File: src/rtl/jpeg_fifo_defs.sv
// rtl/jpeg_fifo_defs.sv - shared defaults and types for the JPEG output FIFO
package jpeg_fifo_defs;

  localparam int DEF_WIDTH  = 8;
  localparam int DEF_DEPTH  = 16;
  localparam int DEF_ADDR_W = 4;

  // One extra bit so the count can represent a completely full FIFO.
  function automatic int count_w(input int addr_w);
    return addr_w + 1;
  endfunction

  typedef struct packed {
    logic overflow;
    logic underflow;
  } err_flags_t;

endpackage

File: src/rtl/jpeg_fifo_ram.sv
// rtl/jpeg_fifo_ram.sv - DEPTH x WIDTH register array, one write port, async read
module jpeg_fifo_ram #(
  parameter int WIDTH  = jpeg_fifo_defs::DEF_WIDTH,
  parameter int DEPTH  = jpeg_fifo_defs::DEF_DEPTH,
  parameter int ADDR_W = jpeg_fifo_defs::DEF_ADDR_W
) (
  input  logic              clk_i,
  input  logic              we_i,
  input  logic [ADDR_W-1:0] waddr_i,
  input  logic [WIDTH-1:0]  wdata_i,
  input  logic [ADDR_W-1:0] raddr_i,
  output logic [WIDTH-1:0]  rdata_o
);

  logic [WIDTH-1:0] mem_q [DEPTH];

  always_ff @(posedge clk_i) begin
    if (we_i) begin
      mem_q[waddr_i] <= wdata_i;
    end
  end

  assign rdata_o = mem_q[raddr_i];

endmodule

File: src/rtl/jpeg_fifo_level.sv
// rtl/jpeg_fifo_level.sv - first-word fall-through FIFO with fill level,
// almost-full/empty thresholds and sticky overflow/underflow flags
module jpeg_fifo_level
  import jpeg_fifo_defs::*;
#(
  parameter int WIDTH      = DEF_WIDTH,
  parameter int DEPTH      = DEF_DEPTH,
  parameter int ADDR_W     = DEF_ADDR_W,
  parameter int AFULL_LVL  = 12,
  parameter int AEMPTY_LVL = 2
) (
  input  logic                clk_i,
  input  logic                rst_i,
  input  logic [WIDTH-1:0]    data_in_i,
  input  logic                push_i,
  input  logic                pop_i,
  input  logic                flush_i,
  input  logic                clr_err_i,
  output logic [WIDTH-1:0]    data_out_o,
  output logic                accept_o,
  output logic                valid_o,
  output logic [ADDR_W:0]     level_o,
  output logic                almost_full_o,
  output logic                almost_empty_o,
  output logic                overflow_o,
  output logic                underflow_o
);

  localparam int COUNT_W = count_w(ADDR_W);
  localparam logic [COUNT_W-1:0] FULL_CNT   = COUNT_W'(DEPTH);
  localparam logic [COUNT_W-1:0] AFULL_CNT  = COUNT_W'(AFULL_LVL);
  localparam logic [COUNT_W-1:0] AEMPTY_CNT = COUNT_W'(AEMPTY_LVL);

  if (DEPTH != (1 << ADDR_W)) begin : g_bad_depth
    $error("jpeg_fifo_level: DEPTH must equal 2**ADDR_W");
  end
  if (AFULL_LVL < 1 || AFULL_LVL > DEPTH) begin : g_bad_afull
    $error("jpeg_fifo_level: AFULL_LVL out of range 1..DEPTH");
  end
  if (AEMPTY_LVL < 0 || AEMPTY_LVL > DEPTH - 1) begin : g_bad_aempty
    $error("jpeg_fifo_level: AEMPTY_LVL out of range 0..DEPTH-1");
  end

  logic [ADDR_W-1:0]  wr_ptr_q, wr_ptr_d;
  logic [ADDR_W-1:0]  rd_ptr_q, rd_ptr_d;
  logic [COUNT_W-1:0] count_q, count_d;
  err_flags_t         err_q, err_d;
  logic               wr_en, rd_en;
  logic               ovf_evt, unf_evt;

  assign accept_o       = (count_q != FULL_CNT);
  assign valid_o        = (count_q != '0);
  assign level_o        = count_q;
  assign almost_full_o  = (count_q >= AFULL_CNT);
  assign almost_empty_o = (count_q <= AEMPTY_CNT);
  assign overflow_o     = err_q.overflow;
  assign underflow_o    = err_q.underflow;

  // Flush discards the cycle's transfers, so the RAM write is gated too.
  always_comb begin
    wr_en    = push_i & accept_o & ~flush_i;
    rd_en    = pop_i & valid_o & ~flush_i;
    ovf_evt  = push_i & ~accept_o;
    unf_evt  = pop_i & ~valid_o;
    wr_ptr_d = wr_ptr_q;
    rd_ptr_d = rd_ptr_q;
    count_d  = count_q;
    err_d    = err_q;

    if (flush_i) begin
      wr_ptr_d = '0;
      rd_ptr_d = '0;
      count_d  = '0;
      err_d    = '0;
    end else begin
      if (wr_en) begin
        wr_ptr_d = wr_ptr_q + 1'b1;
      end
      if (rd_en) begin
        rd_ptr_d = rd_ptr_q + 1'b1;
      end
      case ({wr_en, rd_en})
        2'b10:   count_d = count_q + 1'b1;
        2'b01:   count_d = count_q - 1'b1;
        default: count_d = count_q;
      endcase
      // A new error event wins over a same-cycle clear.
      err_d.overflow  = (err_q.overflow & ~clr_err_i) | ovf_evt;
      err_d.underflow = (err_q.underflow & ~clr_err_i) | unf_evt;
    end
  end

  always_ff @(posedge clk_i or posedge rst_i) begin
    if (rst_i) begin
      wr_ptr_q <= '0;
      rd_ptr_q <= '0;
      count_q  <= '0;
      err_q    <= '0;
    end else begin
      wr_ptr_q <= wr_ptr_d;
      rd_ptr_q <= rd_ptr_d;
      count_q  <= count_d;
      err_q    <= err_d;
    end
  end

  jpeg_fifo_ram #(
    .WIDTH  (WIDTH),
    .DEPTH  (DEPTH),
    .ADDR_W (ADDR_W)
  ) u_ram (
    .clk_i   (clk_i),
    .we_i    (wr_en),
    .waddr_i (wr_ptr_q),
    .wdata_i (data_in_i),
    .raddr_i (rd_ptr_q),
    .rdata_o (data_out_o)
  );

endmodule

File: config.mk
export PLATFORM = sky130hd
export DESIGN_NAME = jpeg_fifo_level
export DESIGN_NICKNAME = d
export VERILOG_FILES = /design/src/rtl/jpeg_fifo_defs.sv /design/src/rtl/jpeg_fifo_ram.sv /design/src/rtl/jpeg_fifo_level.sv
export SDC_FILE = /design/constraint.sdc
export NUM_CORES = 1
export LEC_CHECK = 0
export ABC_AREA = 1
export BUFFER_PORTS_ARGS = -buffer_cell sky130_fd_sc_hd__buf_2
export CAP_MARGIN = 25
export CORE_ASPECT_RATIO = 0.75
export CORE_MARGIN = 4
export CORE_UTILIZATION = 26
export CTS_CLUSTER_DIAMETER = 60
export DETAILED_ROUTE_END_ITERATION = 16
export SLEW_MARGIN = 20
export SYNTH_ARGS = -nofsm -noshare
export SYNTH_HDL_FRONTEND = slang
export SYNTH_HIERARCHICAL = 1
export SYNTH_SLANG_ARGS = --single-unit
File: constraint.sdc
create_clock -name clk_i -period 2.03 [get_ports clk_i]
set_clock_uncertainty 0.2 [all_clocks]
set_input_delay 0.203 -clock clk_i [delete_from_list [all_inputs] [get_ports clk_i]]
set_output_delay 0.203 -clock clk_i [all_outputs]
set_load 0.01 [all_outputs]
Word-level counts from Yosys, hierarchy flattened:

Memory sizes are Yosys's and may differ from the RTL's.
Index checks and enable logic that the tools add are counted.
W data, S select, Z words.

* register bits after elaboration: 15
* bits in writable memories: 128
* input port bits: 14
* word-level logic and storage cells: 42
* memories: 1

Memories
* u_ram.mem_q: depth 16, width 8, rd ports 1, clocked after memory_dff 0, write ports 1, line jpeg_fifo_ram.sv:15 `logic [WIDTH-1:0] mem_q [DEPTH];`

* $add $sub $neg: 4
* magnitude comparators: 2
* equal/unequal tests: 3
* mux-type cells: 9
* bitwise operators: 14
* reduce and logical (&&, ||, !) cells: 4

Operators by type and width (number)
* $mux W4: 4
* $pmux W5 S2: 1
* $add A4 B1 Y4 const B: 2
* $and A1 B1 Y1: 8
* $add A5 B1 Y5 const B: 1
* $ge A5 B4 Y1 const B: 1
* $le A5 B2 Y1 const B: 1
* $mux W5: 1
* $ne A5 B5 Y1 const B: 1
* $reduce_bool A5 Y1: 1
* $sub A5 B1 Y5 const B: 1
* $not A1 Y1: 4
* $reduce_bool A2 Y1: 2
* $reduce_bool A3 Y1: 1
* $eq A2 B1 Y1 const B: 1
* $eq A2 B2 Y1 const B: 1
* $mux W1: 2
* $mux W2: 1
* $or A1 B1 Y1: 2

Logic depth before layout (Yosys ltp):

Gate-level depths: netlist of run 1.

* depth in word-level cells: 6
* mapped depth: 14
* mapped depth without buffers: 14

Hierarchy:

The synthesis of run 1 kept the hierarchy.

By module, submodules not included
* jpeg_fifo_ram: instances 1, cells each 543, area an instance 5606.6 µm²
* jpeg_fifo_level: instances 1, cells each 117, area an instance 952.2 µm²

Worst setup path before layout of run 1:

No wires, ideal clock.

* kind: register -> register
* from: reg count_q[1], in the netlist level_o[1]
* to: mem u_ram/mem_q[12][0] (netlist name) (enable)
* library setup time: 0.370 ns
* data arrival time: 1.569 ns
* required time: 1.460 ns
* slack: -0.110 ns
* cell stages (with the launch flop): 7
* buffers on the path: 0
* cells stage by stage: dfrtp_1 -> nor2_4 -> nand3_4 -> nand2_4 -> nor2_1 -> nand3_1 -> nor2_1

* longest elaborated chain between the ends: 5

RTL lines
* start, declared: line jpeg_fifo_level.sv:46 `logic [COUNT_W-1:0] count_q, count_d;`
* start signal, assigned: line jpeg_fifo_level.sv:102 `count_q <= count_d;`
* $ne A5 B5 Y1: line jpeg_fifo_level.sv:51 `assign accept_o = (count_q != FULL_CNT);`
* named net accept_o: line jpeg_fifo_level.sv:20 `output logic accept_o,`
* $and A1 B1 Y1 (2 in series): line jpeg_fifo_level.sv:61 `wr_en = push_i & accept_o & ~flush_i;`
* named net wr_en: line jpeg_fifo_level.sv:48 `logic wr_en, rd_en;`
* $mux W1: line jpeg_fifo_ram.sv:18 `if (we_i) begin`
* $mux W1 (not written as such): line jpeg_fifo_ram.sv:19 `mem_q[waddr_i] <= wdata_i;`
* end, declared: line jpeg_fifo_ram.sv:15

The timed path passes the listed nets, and every way through them passes these cells.

Final worst setup path of run 1:

* from: reg rd_ptr_q[0]
* to: out data_out_o[7]

* longest elaborated chain between the ends: 1

RTL lines
* start, declared: line jpeg_fifo_level.sv:45 `logic [ADDR_W-1:0] rd_ptr_q, rd_ptr_d;`
* start signal, assigned: line jpeg_fifo_level.sv:101 `rd_ptr_q <= rd_ptr_d;`
* $mem_v2 Z16 W8
* end, declared: line jpeg_fifo_level.sv:19 `output logic [WIDTH-1:0] data_out_o,`

Every way passes these cells.

==> results of run 1 <==
-- cell usage after synthesis (all sizes together) --
library cell | instances | area [µm²]
a21oi | 6 | 33.8
buf | 24 | 166
dfrtp | 15 | 375
edfxtp | 128 | 3840
ha | 4 | 50.1
inv | 120 | 453
nand2 | 205 | 787
nand3 | 111 | 591
nand3b | 2 | 15.0
nand4 | 2 | 12.5
nor2 | 27 | 135
nor3 | 2 | 10.0
nor4 | 1 | 6.26
o21a | 1 | 7.51
o21ai | 8 | 40.0
o22ai | 1 | 6.26
xnor2 | 1 | 8.76
xor2 | 2 | 17.5
-- logic make-up after synthesis --
group | synth area share [%]
compound gates | 1.34
flops | 64.3
xor+xnor | 0.401
buf+inv | 9.44
fa+ha+maj | 0.763
simple gates | 23.7
-- report_power, final --
| part | switching, µW | internal, µW | total [µW] |
|---|---|---|---|
| combinational | 2040 | 1350 | 3380 |
| clock | 1250 | 1570 | 2830 |
| sequential | 135 | 3360 | 3500 |
-- through the flow --
| stage | instances | setup TNS (ns) | total power [µW] |
|---|---|---|---|
| after CTS | 1089 | -1.63 | 9460 |
| after floorplan | 660 | -8.45 | 5420 |
| after global placement | 1050 | 0 | 6430 |
| after detailed placement | 1050 | 0 | 6450 |
| final | 1098 | -1.52 | 9710 |
| after global routing | 1098 | -2.48 | 10300 |
-- final cells by class --
class / instances / share of cell area [%]
Timing Repair Buffer: 92 / 8.94
Clock inverter: 15 / 1.32
Inverter: 120 / 5.56
Sequential cell: 143 / 51.1
Multi-Input combinational cell: 373 / 22.9
Clock buffer: 17 / 5.14
Tap cell: 338 / 5.11
-- cells in the final DEF, fill, tap and decap left out, drive strengths merged, types with 3 or more instances in the layout --
cell type / count
inv: 127
o21ai: 8
clkinvlp: 3
buf: 85
nand2: 205
ha: 4
nor2: 27
dlygate4sd3: 6
edfxtp: 128
dfrtp: 15
clkinv: 5
nand3: 111
a21oi: 6
clkbuf: 18
-- flip-flops by register name, indices dropped and copies added, names as in the netlist --
name,count
u_ram/mem_q,128
level_o,5
rd_ptr_q,4
wr_ptr_q,4
overflow_o,1
underflow_o,1
-- metal layers --
layer	track usage, %	share of wire (%)	wire length (µm)	vias to the layer above
li1	-	-	-	2316
met2	17.9	46	7420	102
met5	0	0	0	-
met3	2.61	4.9	786	17
met1	17.0	48	7800	2169
met4	3.45	1.3	205	0
-- path summary, 6_finish.rpt --
kind,from,end,slack [ns],depth (start not counted)
min,data_in_i[5],u_ram/mem_q[15][5],0.02,1
min reg2reg,level_o[4],level_o[4],0.39,2
min in group asynchronous,rst_i,rd_ptr_q[3],0.23,3
max reg2reg,level_o[0],level_o[2],-0.01,11
max in group asynchronous,rst_i,level_o[1],0.94,3
max,rd_ptr_q[0],data_out_o[7],-0.21,8
-- timing repair --
item | in CTS | in global routing
hold buffers | 6 | 0
buffers inserted | 0 | 8
endpoints found under the hold margin | 19 | 0
cloned | 1 | 1
gates resized for setup | 22 | 31
endpoints found under the setup margin | 8 | 60
pin swaps | 0 | 15
==> flow_summary.ini, run 1 <==
[drt]
wl_per_cell_um = 14.8
num_vias = 4604
drc = 0
first_iter_violations = 361
via_per_inst = 4.19
drt-total-wl_mm = 16.2
ant_nets = 0
dr.pass1.iters = 5

[final_layout]
syn2layout_area_growth_pct = 26.2
fin_area_um2 = 8270
multi_input_area_um2 = 1890
layout.nets = 765
fill_cells = 2573
layout-drive-gt1-share_pct = 23.4
diodes = 0
post-route-util_pct = 33.2
final-seq-area_um2 = 4220

[critical_path]
start_kind = flop
crit_chain = buf_4 -> buf_12 -> nand2_1 -> nand3_1 -> nand3_1 -> nand3_1 -> nand2_1 -> buf_2
max_stage_delay_ns = 0.49
cp_max_fo = 18
cp_common_cell = nand3_1
path_buf_inv = 3
crit_type = reg2out
crit_required_ns = 1.63
crit_slowest_cell = dfrtp_2
cp.arrival_ns = 1.84
critPathTopFamily = flip-flops
cp-end-kind = output pin

[placement]
placed_cell_area_um2 = 7340
port_buffers = 32
routabilityCongestion = 0.817
dp_hpwl_mm = 10.5
place_ws_ns = 0.0387

[grt]
grt_pass1_vias = 4372
gr-total-overflow = 0
globalRouteTotalUtil_pct = 11.8
grt_first_pass_wirelength_mm = 25.2
grt_max_degree = 36
antenna_found_initial = 0

[clocking]
cts.sinks = 143
h-tree-depth = 4
root_buffer = clkbuf_16
tritoncts = done
clk_path_buf_depth = 2
clk_latency_ns = 0.42
clkTransAtPathRegs_ns = 0.07
numCtsBuffers = 17

[floorplan]
core_um2 = 24900
dieHeight_um = 146
die_w_um = 191
rows = 50
dieArea_um2 = 27900
pin_count = 33
start_util_pct = 26.3

[run_status]
violations = negative setup slack
status = finished with violations

[power]
p_leak_uw = 0.00357
powerDensity_nw_per_um2 = 1170
ir_worst_vdd_v = 0.000643

[yosys]
syn_nets = 678
syn_inst = 660
yosys_warnings = 6
synthDistinctLibCells = 32
syn_avg_cell_area_um2 = 9.94
ys_seq_area_share_pct = 64.3
ys_ff_latch = 143
synth_area_um2 = 6560

[timing]
holdWs_ns = 0.0191
hold_viol = 0
fin_crit_sh_pct = 110
final_max_slew_viol_count = 0
relSlewSlack_pct = 57.2
worst_pin_slew_ns = 0.642
fin_ws_ns = -0.209
period_needed_ns = 2.24
finalSetupViolations = 9
fmax_mhz = 447
rsz0062_at_grt = yes

[run]
cap_violations = 0

[hold_path]
hold_path.class = in2reg
No activity file was read; power rests on OpenSTA's default activity.
==> run 2: changes to the inputs <==
- CORE_UTILIZATION: 26 -> 50
- PLACE_DENSITY: unset -> 0.7
==> flow_summary.ini, run 2 (same netlist as run 1, synthesis figures left out) <==
[placement]
dp_hpwl_mm = 10.1
place_ws_ns = -0.0474
placed_cell_area_um2 = 7110
routabilityCongestion = 0.913
port_buffers = 32

[final_layout]
final_cell_mix = nand2_1 (166), edfxtp_1 (128), inv_1 (112), nand3_1 (72), buf_4 (45)
largest_reg_flops = 128
syn2layout_area_growth_pct = 27.4
diodes = 0
largest-register = u_ram/mem_q
layout.nets = 769
final_common_cell = nand2_1
layout-drive-gt1-share_pct = 28.7
fin_area_um2 = 8350

[drt]
drc = 0
via_per_inst = 5.37
num_vias = 4987
wl_per_cell_um = 18.2
dr.pass1.iters = 5
drt-total-wl_mm = 16.9
ant_nets = 0
first_iter_violations = 594

[grt]
grt_first_pass_wirelength_mm = 25.2
grt_max_degree = 29
antenna_found_initial = 0
globalRouteTotalUtil_pct = 22.2
gr-total-overflow = 0
grt_pass1_vias = 4773

[hold_path]
hold_path.class = in2reg

[run_status]
violations = negative setup slack
status = finished with violations

[timing]
fin_crit_sh_pct = 112
final_max_slew_viol_count = 0
hold_viol = 0
finalSetupViolations = 10
relSlewSlack_pct = 56.7
period_needed_ns = 2.28
rsz0062_at_grt = yes
fmax_mhz = 439
fin_ws_ns = -0.247
worst_pin_slew_ns = 0.649

[critical_path]
cp.arrival_ns = 1.87
reg2reg_setup_slack_ns = -0.05
crit_required_ns = 1.63
crit_start = rd_ptr_q[0]
start_kind = flop
cp-end-kind = output pin
reg2reg_depth = 14
cp-endpoint = data_out_o[3]
worstReg2RegEnd = level_o[4]
cp_max_fo = 8
crit_type = reg2out
r2r-start = level_o[2]

[floorplan]
rows = 35
pin_count = 33
start_util_pct = 52.2
dieArea_um2 = 15000
core_um2 = 12600
dieHeight_um = 107
die_w_um = 140

[clocking]
clk_latency_ns = 0.42
clkTransAtPathRegs_ns = 0.06
cts.sinks = 143
h-tree-depth = 4
clk_path_buf_depth = 2
numCtsBuffers = 17
tritoncts = done
root_buffer = clkbuf_16

[run]
cap_violations = 0

[power]
ir_worst_vdd_v = 0.000788
p_leak_uw = 0.00369
powerDensity_nw_per_um2 = 1250
## run 2: cell types whose count changed in the layout (fill, tap and decap cells not counted), moves of 4 or more
cell,before,now
buf_2,31,26
buf_6,3,10
inv_6,6,0
nand2_1,196,166
nand2_2,8,34
nand2_4,1,5
nand3_1,79,72
nand3_2,30,37
nor2_1,20,16
## run 2: worst min-delay path by stage
| stage | start | slack [ns] | cells past startpoint | end |
|---|---|---|---|---|
| 2_1_floorplan | rst_i | -0.1 | 1 | level_o[0] |
| 3_3_place_gp | rst_i | 0.12 | 2 | level_o[0] |
| 3_5_place_dp | rst_i | 0.12 | 2 | level_o[0] |
| 4_1_cts | data_in_i[4] | 0.02 | 1 | u_ram/mem_q[9][4] |
| 5_1_grt | data_in_i[3] | 0.02 | 1 | u_ram/mem_q[3][3] |
| 6_report | data_in_i[4] | 0.03 | 1 | u_ram/mem_q[10][4] |
## run 2: per-layer routing
layer | GRT usage [%] | wire [µm] | share of wire [%]
met1 | 30.7 | 7100 | 42
met2 | 35.0 | 7970 | 47
met3 | 4.68 | 1480 | 8.8
met4 | 7.54 | 318 | 1.9
met5 | 0 | 0 | 0
## run 2: layout make-up
class / instances / area (µm²)
Clock inverter: 12 / 146
Sequential cell: 143 / 4220
Inverter: 120 / 464
Fill cell: 923 / 4210
Multi-Input combinational cell: 373 / 2040
Timing Repair Buffer: 96 / 843
Tap cell: 166 / 208
Clock buffer: 18 / 429
## run 2: repair_timing
action,CTS,global route
resized for setup,21,85
endpoints found under the setup margin,9,139
hold endpoints to repair,19,0
hold buffers,6,0
pin swaps,5,37
cloned,2,3
buffers inserted,5,8
## run 2: stage by stage
stage	TNS [ns]	total power (µW)	cells	hold WS [ns]	util (%)
2_1_floorplan	-8.45	5420	660	-0.0957	-
3_3_place_gp	0	6340	876	0.116	56.6
3_5_place_dp	-0.0474	6390	876	0.116	56.6
4_1_cts	-1.51	9780	919	0.0160	63.1
5_1_grt	-5.51	10900	928	0.0239	66.5
6_report	-1.68	10400	928	0.0259	66.5
## run 2: where the power goes
group / switching (µW) / leakage, µW / internal, µW
Clock: 1150 / 0.000272 / 1900
Sequential: 145 / 0.00135 / 3360
Combinational: 2260 / 0.00207 / 1600
## run 2: worst max-delay path, stage by stage (launching register included)
cell,delay [ns]
dfrtp_2,0.49
inv_8,0.16
clkbuf_16,0.18
nand2_1,0.05
nand3_1,0.08
nand3_1,0.16
nand3_2,0.12
nand2_1,0.07
buf_2,0.14
==> run 3: changes to the inputs <==
- CELL_PAD_IN_SITES_DETAIL_PLACEMENT: unset -> 1
- CELL_PAD_IN_SITES_GLOBAL_PLACEMENT: unset -> 1
- CORE_UTILIZATION: 50 -> 43
- PLACE_DENSITY: 0.7 -> unset
- PLACE_DENSITY_LB_ADDON: unset -> 0.1
==> flow_summary.ini, run 3 (same netlist as run 1, synthesis figures left out) <==
[clocking]
numCtsBuffers = 17
tritoncts = done
clk_path_buf_depth = 2
root_buffer = clkbuf_16
h-tree-depth = 4
cts.sinks = 143
clk_latency_ns = 0.42
clkTransAtPathRegs_ns = 0.06

[critical_path]
reg2reg_depth = 14
cp-end-kind = output pin
crit_required_ns = 1.63
cp_max_fo = 6
cp-endpoint = data_out_o[1]
worstReg2RegEnd = level_o[4]
reg2reg_setup_slack_ns = -0.17
crit_start = rd_ptr_q[0]
crit_type = reg2out
start_kind = flop
cp.arrival_ns = 1.85
r2r-start = level_o[1]

[timing]
period_needed_ns = 2.25
finalSetupViolations = 58
final_max_slew_viol_count = 0
fin_ws_ns = -0.224
fin_crit_sh_pct = 111
relSlewSlack_pct = 59.1
hold_viol = 0
rsz0062_at_grt = yes
worst_pin_slew_ns = 0.613
fmax_mhz = 444

[floorplan]
dieArea_um2 = 17300
core_um2 = 14700
pin_count = 33
dieHeight_um = 115
start_util_pct = 44.6
rows = 38
die_w_um = 151

[grt]
globalRouteTotalUtil_pct = 23.4
grt_use_met3_pct = 5.75
grt_first_pass_wirelength_mm = 30.0
antenna_found_initial = 0
gr-total-overflow = 0
globalRouteMet1Util_pct = 31.8
globalRouteMet2Util_pct = 38.6
grt_pass1_vias = 5235
busiest_layer = met2
grt_max_degree = 36

[placement]
post-place-cells = 907
routabilityCongestion = 0.813
dp_hpwl_mm = 11.9
place_ws_ns = -0.0460
port_buffers = 32

[drt]
wl_per_cell_um = 21.3
ant_nets = 0
drt-total-wl_mm = 20.6
num_vias = 5019
dr.pass1.iters = 5
via_per_inst = 5.20
drc = 0
first_iter_violations = 317

[final_layout]
final_common_cell = nand2_1
final-seq-area_um2 = 4220
post-route-util_pct = 60.0
largest_reg_flops = 128
final_cell_mix = nand2_1 (172), edfxtp_1 (128), inv_1 (112), nand3_2 (54), nand3_1 (52)
fill_cells = 1543
fin_cells = 965
multi_input_area_um2 = 2240
diodes = 0
layout.nets = 770
largest-register = u_ram/mem_q
layout-drive-gt1-share_pct = 32.3
syn2layout_area_growth_pct = 34.5

[power]
powerDensity_nw_per_um2 = 1290
p_leak_uw = 0.00381
ir_worst_vdd_v = 0.000810

[run]
cap_violations = 0

[hold_path]
hold_path.class = in2reg

[run_status]
status = finished with violations
violations = negative setup slack
run 3: critical path, cell delays in order, from the launching register on:
cell and delay, ns:
dfrtp_2 0.49, inv_8 0.14, buf_12 0.15, clkbuf_16 0.17
nand2_4 0.05, nand3_2 0.06, nand3_2 0.07, nand3_2 0.09
nand2_1 0.06, buf_2 0.14
run 3: per-stage QoR:
step / cell area (µm²) / TNS (ns) / hold WS, ns / total power (µW)
3_3_place_gp: 7140 / -0.00699 / 0.0972 / 6390
2_1_floorplan: 6570 / -8.45 / -0.0957 / 5420
6_report: 8820 / -3.07 / 0.0424 / 11400
3_5_place_dp: 7140 / -0.0460 / 0.108 / 6470
5_1_grt: 8820 / -11.35 / 0.0355 / 11900
4_1_cts: 8200 / -1.67 / 0.0269 / 10700
run 3: worst min path at each step:
stage / from / endpoint / slack, ns / depth (start not counted)
2_1_floorplan: rst_i / level_o[0] / -0.1 / 1
6_report: data_in_i[3] / u_ram/mem_q[4][3] / 0.04 / 1
3_5_place_dp: rst_i / wr_ptr_q[0] / 0.11 / 2
4_1_cts: data_in_i[3] / u_ram/mem_q[13][3] / 0.03 / 1
3_3_place_gp: rst_i / level_o[0] / 0.1 / 2
5_1_grt: data_in_i[3] / u_ram/mem_q[13][3] / 0.04 / 1
run 3: layout make-up:
| cell class | count | share of cell area (%) |
|---|---|---|
| well taps | 200 | 2.84 |
| multi-input cells | 373 | 25.4 |
| flip-flops and latches | 143 | 47.9 |
| inverters | 120 | 5.29 |
| repair buffers | 97 | 10.8 |
| clock buffers | 18 | 4.87 |
| clock inverters | 14 | 2.98 |
run 3: repair_timing:
action | in CTS | in global routing
hold endpoints to repair | 19 | 0
hold buffers | 6 | 0
setup buffers | 9 | 10
pin swaps | 12 | 53
setup endpoints to repair | 9 | 141
gates resized for setup | 36 | 117
cloned | 3 | 4
run 3: power breakdown:
part           total [µW]  internal (µW)  switching [µW]
registers            3510           3360             149
clock network        3670           2430            1240
logic                4200           1720            2480
total               11400           7510            3870
run 3: routing by layer:
metal  vias up  routed length [µm]
met3        24                1100
met5         -                   0
met1      2517                8790
met2       155               10400
met4         0                 307
li1       2323                   -
